### src/rtl/alu_seq.sv
// alu_seq: multi-precision ADD/SUB/ADDX/SUBX sequencer built around a single
// registered HALF-bit add stage. Long operations take two passes, low half
// first, with the carry or borrow chained from the low pass into the high pass.
//
// Handshake: REQ is sampled only while the block is IDLE. The edge where it is
// seen high is the accept edge, and A, B, OP, SIZE, XIN and ZIN are latched on
// that edge. BUSY is high from the next cycle until the cycle after DONE.
// DONE is a one-cycle pulse, and in that cycle O and the flags are final.
// Requests are never queued. RESET overrides everything, including a REQ in
// the same cycle.
module alu_seq #(
    parameter int HALF = 16
) (
    input  logic                CLK,
    input  logic                RESET,
    input  logic                REQ,
    input  logic [1:0]          OP,
    input  logic                SIZE,
    input  logic [2*HALF-1:0]   A,
    input  logic [2*HALF-1:0]   B,
    input  logic                XIN,
    input  logic                ZIN,
    output logic                BUSY,
    output logic                DONE,
    output logic [2*HALF-1:0]   O,
    output logic                C,
    output logic                X,
    output logic                Z,
    output logic                V,
    output logic                N,
    output logic [1:0]          dbg_state
);

    localparam int W = 2 * HALF;

    typedef enum logic [1:0] {
        S_IDLE = 2'd0,
        S_LO   = 2'd1,
        S_HI   = 2'd2,
        S_FIN  = 2'd3
    } state_t;

    state_t          state;
    logic [1:0]      op_q;
    logic            size_q;
    logic [W-1:0]    a_q;
    logic [W-1:0]    b_q;
    logic            xin_q;
    logic            zin_q;
    logic [HALF:0]   lo_q;     // low-pass sum, including its carry out

    // Datapath signals for the single shared adder
    logic            is_sub;
    logic            is_ext;
    logic [W-1:0]    b_eff;
    logic            cin0;
    logic            in_hi;
    logic [HALF-1:0] add_a;
    logic [HALF-1:0] add_b;
    logic            add_c;
    logic [HALF:0]   sum;
    logic [W-1:0]    res;
    logic            res_zero;
    logic            c_flag;
    logic            v_flag;
    logic            z_flag;

    assign dbg_state = state;

    // Operand selection for the current pass plus the flags of the final pass.
    // The pass that finishes the operation (LO for word, HI for long) always
    // holds the result MSB, so N, V and C come straight from the adder.
    always_comb begin
        is_sub   = op_q[0];
        is_ext   = op_q[1];
        b_eff    = is_sub ? ~b_q : b_q;
        // ADD 0, SUB 1, ADDX XIN, SUBX ~XIN
        cin0     = is_ext ? (xin_q ^ is_sub) : is_sub;
        in_hi    = (state == S_HI);
        add_a    = in_hi ? a_q[W-1:HALF]   : a_q[HALF-1:0];
        add_b    = in_hi ? b_eff[W-1:HALF] : b_eff[HALF-1:0];
        add_c    = in_hi ? lo_q[HALF]      : cin0;
        sum      = {1'b0, add_a} + {1'b0, add_b} + {{HALF{1'b0}}, add_c};
        res      = in_hi ? {sum[HALF-1:0], lo_q[HALF-1:0]}
                         : {{HALF{1'b0}}, sum[HALF-1:0]};
        res_zero = (sum[HALF-1:0] == '0) && (!in_hi || (lo_q[HALF-1:0] == '0));
        c_flag   = sum[HALF] ^ is_sub;
        v_flag   = (add_a[HALF-1] == add_b[HALF-1]) && (sum[HALF-1] != add_a[HALF-1]);
        // Extended ops can only clear Z, never set it
        z_flag   = is_ext ? (zin_q & res_zero) : res_zero;
    end

    // Sequencer: accept, low pass, optional high pass, result/flags register
    always_ff @(posedge CLK) begin
        if (RESET) begin
            state  <= S_IDLE;
            BUSY   <= 1'b0;
            DONE   <= 1'b0;
            O      <= '0;
            C      <= 1'b0;
            X      <= 1'b0;
            Z      <= 1'b0;
            V      <= 1'b0;
            N      <= 1'b0;
            op_q   <= '0;
            size_q <= 1'b0;
            a_q    <= '0;
            b_q    <= '0;
            xin_q  <= 1'b0;
            zin_q  <= 1'b0;
            lo_q   <= '0;
        end else begin
            case (state)
                S_IDLE: begin
                    DONE <= 1'b0;
                    if (REQ) begin
                        op_q   <= OP;
                        size_q <= SIZE;
                        a_q    <= A;
                        b_q    <= B;
                        xin_q  <= XIN;
                        zin_q  <= ZIN;
                        BUSY   <= 1'b1;
                        state  <= S_LO;
                    end
                end
                S_LO: begin
                    lo_q <= sum;
                    if (size_q) begin
                        state <= S_HI;
                    end else begin
                        state <= S_FIN;
                        DONE  <= 1'b1;
                        O     <= res;
                        C     <= c_flag;
                        X     <= c_flag;
                        Z     <= z_flag;
                        V     <= v_flag;
                        N     <= sum[HALF-1];
                    end
                end
                S_HI: begin
                    state <= S_FIN;
                    DONE  <= 1'b1;
                    O     <= res;
                    C     <= c_flag;
                    X     <= c_flag;
                    Z     <= z_flag;
                    V     <= v_flag;
                    N     <= sum[HALF-1];
                end
                default: begin
                    state <= S_IDLE;
                    DONE  <= 1'b0;
                    BUSY  <= 1'b0;
                end
            endcase
        end
    end

endmodule

### config.mk
export PLATFORM = sky130hd
export DESIGN_NAME = alu_seq
export DESIGN_NICKNAME = d
export VERILOG_FILES = /design/src/rtl/alu_seq.sv
export SDC_FILE = /design/constraint.sdc
export NUM_CORES = 1
export LEC_CHECK = 0
export BUFFER_PORTS_ARGS = -buffer_cell sky130_fd_sc_hd__buf_4
export CORE_UTILIZATION = 40
export DETAILED_ROUTE_END_ITERATION = 8
export GPL_ROUTABILITY_DRIVEN = 0
export HOLD_SLACK_MARGIN = 0.05
export SETUP_SLACK_MARGIN = 0.3
export SLEW_MARGIN = 0
export SYNTH_ARGS = -nofsm -noshare
export SYNTH_HDL_FRONTEND = slang
export SYNTH_SLANG_ARGS = --single-unit
### constraint.sdc
create_clock -name CLK -period 11.7 [get_ports CLK]
set_input_delay 1.17 -clock CLK [delete_from_list [all_inputs] [get_ports CLK]]
set_output_delay 1.17 -clock CLK [all_outputs]
set_load 0.02 [all_outputs]
==> metrics.csv <==
stage,metric,value,unit
logic_synthesis,synth.most_common_cell,nand2_1,
floorplanning,die_area,15200,µm²
clock_network,clock_path_buffers,2,
hold_path,min_path_type,register to register,
setup_path,arrival,5.06,ns
sta,rsz0062_at_grt,no,
logic_synthesis,syn_inst,707,
setup_path,path_buf_inv,1,
cells_and_area,n_antenna_cell,0,
cells_and_area,nets,886,
sta,fin_crit_sh,40.3,%
global_route,grt_pass1_vias,4908,
logic_synthesis,synth-main-ff-cell,dfxtp_1,
pwr,powerDensity,265,nW/µm²
route,drc,0,
logic_synthesis,synth_common_cells,"nand2_1 (164), dfxtp_1 (126), a21oi_1 (95)",
logic_synthesis,synthDistinctLibCells,53,
route,wl_per_cell,15.6,µm
setup_path,reg2reg_depth,13,
global_route,gr-usage-all-layers,21.3,%
floorplanning,die_y,123,µm
global_route,grt_max_degree,90,
floorplanning,pin_count,113,
route,via_count,5169,
sta,drv_slew,0,
sta,finalCriticalPeriod,4.72,ns
route,routed_via_density,5.23,
cells_and_area,area_growth,25.8,%
floorplanning,initial_core_util,40.8,%
setup_path,critPathTopFamily,simple AND/OR/NAND/NOR gates,
clock_network,htreeDepth,4,
floorplanning,die_x,123,µm
cells_and_area,fillers,1380,
logic_synthesis,synthesis.nets,800,
run,max_cap_violations,0,
clock_network,cts_resized,0,
route,drt_iter0_markers,294,
setup_path,path_class,register to register,
clock_network,clk_latency,0.42,ns
route,routed_wl,15.5,mm
sta,worst_slew_pin_slew,1.23,ns
logic_synthesis,yosys_register_bits,126,
sta,fin_skew,0.00696,ns
setup_path,critPathLaunch,op_q[0]$_SDFFE_PP0P_,
setup_path,max_stage_delay,1.01,ns
setup_path,crit_fanout,19,
floorplanning,core_area,14500,µm²
pwr,cellLeakagePower,3.01,nW
setup_path,worstReg2RegStart,op_q[0]$_SDFFE_PP0P_,
sta,setup-tns-final,0,ns
logic_synthesis,synthTopCellsByArea,"dfxtp_1 (43%), nand2_1 (10%), a21oi_1 (8.1%), mux2i_1 (6.6%), ha_1 (4.0%)",
logic_synthesis,ys_async_sr_fraction,0,%
floorplanning,row_count,44,
cells_and_area,drive_above_1_share,21.7,%
route,detail-route-antenna-nets,0,
pwr,peakVddDrop,0.132,mV
setup_path,critical_path_depth,13,
global_route,overflow,0,
clock_network,cts_hold_buf,0,
logic_synthesis,yosysTopAreaCell,dfxtp_1,
placed_design,port-buffer-count,112,
cells_and_area,instances_no_fill,989,
logic_synthesis,netlist.area_leader.share,42.7,%
placed_design,dp.cells,958,
clock_network,clk_pin_slew_worst_paths,0.06,ns
setup_path,critPathLaunchType,register,
logic_synthesis,avgSynthCellArea,8.35,µm²
setup_path,cp-end-kind,register,
sta,slew_headroom,17.9,%
global_route,grt_pass1_wl,24.6,mm
sta,hold_viol_final,0,
clock_network,numCtsBuffers,17,
logic_synthesis,syn-cell-area,5900,µm²
clock_network,cts_setup_buffers,0,
route,drtPass1Iterations,6,
clock_network,cts_tree,built,
setup_path,crit_required,12.04,ns
setup_path,path_cells,xor2_1 > nor2_1 > a21oi_1 > fa_1 > inv_1 > fa_1 > xnor2_1 > o2111ai_1 > a211o_1 > or4b_1 > or4b_1 > or4_1 > o31ai_2,
logic_synthesis,yosys_warnings,0,
global_route,antenna_found_initial,0,
setup_path,r2r_end,Z$_SDFFE_PP0P_,
setup_path,r2r_setup_slack,6.98,ns
logic_synthesis,synth_seq_area_share,42.7,%
sta,fmax,212,MHz
placed_design,dp_hpwl,11.2,mm
sta,setup_viol,0,
setup_path,crit_slowest_cell,dfxtp_1,
clock_network,root_buffer,clkbuf_16,
logic_synthesis,synth_edf_count,0,
run_status,status,"complete, no violations",
setup_path,endpoint,Z$_SDFFE_PP0P_,
clock_network,cts_sinks,126,
[sequential cells by signal (all words and copies together) (netlist names), 2 cells and up]
name       cells
op_q           2
O             32
b_q           32
a_q           32
dbg_state      2
lo_q          17
[routing by layer]
layer	GRT usage, %	vias up	routed length [µm]
met3	4.34	24	783
met1	28.0	2401	7180
met2	33.8	149	7180
li1	-	2595	-
met4	8.58	0	303
met5	0	-	0
[worst min-delay path by stage]
stage,from,end,slack (ns),depth (start not counted)
global route,a_q[16]$_SDFFE_PP0P_,a_q[16]$_SDFFE_PP0P_,0.46,2
finish,a_q[28]$_SDFFE_PP0P_,a_q[28]$_SDFFE_PP0P_,0.45,2
floorplan,a_q[17]$_SDFFE_PP0P_,a_q[17]$_SDFFE_PP0P_,0.43,2
global placement,O[12]$_SDFFE_PP0P_,O[12]$_SDFFE_PP0P_,0.44,2
CTS,a_q[28]$_SDFFE_PP0P_,a_q[28]$_SDFFE_PP0P_,0.45,2
detailed placement,a_q[29]$_SDFFE_PP0P_,a_q[29]$_SDFFE_PP0P_,0.45,2
[final cells by class]
type | count | area (µm²) | share of cell area (%)
repair buffers | 117 | 878 | 11.8
well taps | 184 | 230 | 3.10
flip-flops and latches | 126 | 2520 | 34.0
multi-input cells | 522 | 3170 | 42.6
clock inverters | 10 | 113 | 1.52
inverters | 9 | 33.8 | 0.455
clock buffers | 21 | 480 | 6.47
[logic make-up after synthesis]
logic type	share of synthesized area [%]
and+or+nand+nor	17.6
AOI/OAI and AO/OA	16.6
DFF	42.7
buffers and inverters	3.82
muxes	9.47
xor gates and xnor gates	5.04
adders and majority gates	4.71
[stage by stage]
step	util, %	cell area [µm²]	setup WS (ns)	power [mW]	hold slack [ns]
floorplan	-	5900	6.90	1.20	0.433
global placement	47.2	6830	7.06	1.44	0.443
detailed placement	47.2	6830	6.91	1.45	0.445
CTS	51.3	7420	6.90	1.98	0.453
global route	51.3	7420	6.61	2.10	0.465
finish	51.3	7420	6.98	1.96	0.450
[worst reg2reg max path, cell delays in order (launching register included)]
cell and delay, ns:
dfxtp_1 1.01, xor2_1 0.21, nor2_1 0.06, a21oi_1 0.18, fa_1 0.23, inv_1 0.06
fa_1 0.44, xnor2_1 0.38, o2111ai_1 0.22, a211o_1 0.30, or4b_1 0.46, or4b_1 0.50
or4_1 0.43, o31ai_2 0.17
[cell usage in the layout, fill, tap and decap left out, drive strengths merged, types with 5 or more instances in the layout]
master and instances:
nand2 164, dfxtp 126, buf 117, a21oi 95, nor2 47, mux2i 39, xnor2 26, clkbuf 21
ha 19, mux2 15, a211oi 13, o21ai 13, a22oi 12, xor2 8, inv 8, nand3 7
clkinv 7, a31oi 5, nor3 5
[where the power goes]
| group | switching [mW] | internal (mW) | total, mW |
|---|---|---|---|
| clock network | 0.188 | 0.333 | 0.521 |
| registers | 0.0692 | 0.529 | 0.598 |
| logic | 0.522 | 0.322 | 0.845 |
| total | 0.779 | 1.18 | 1.96 |
Power figures use the tool's default switching activity.
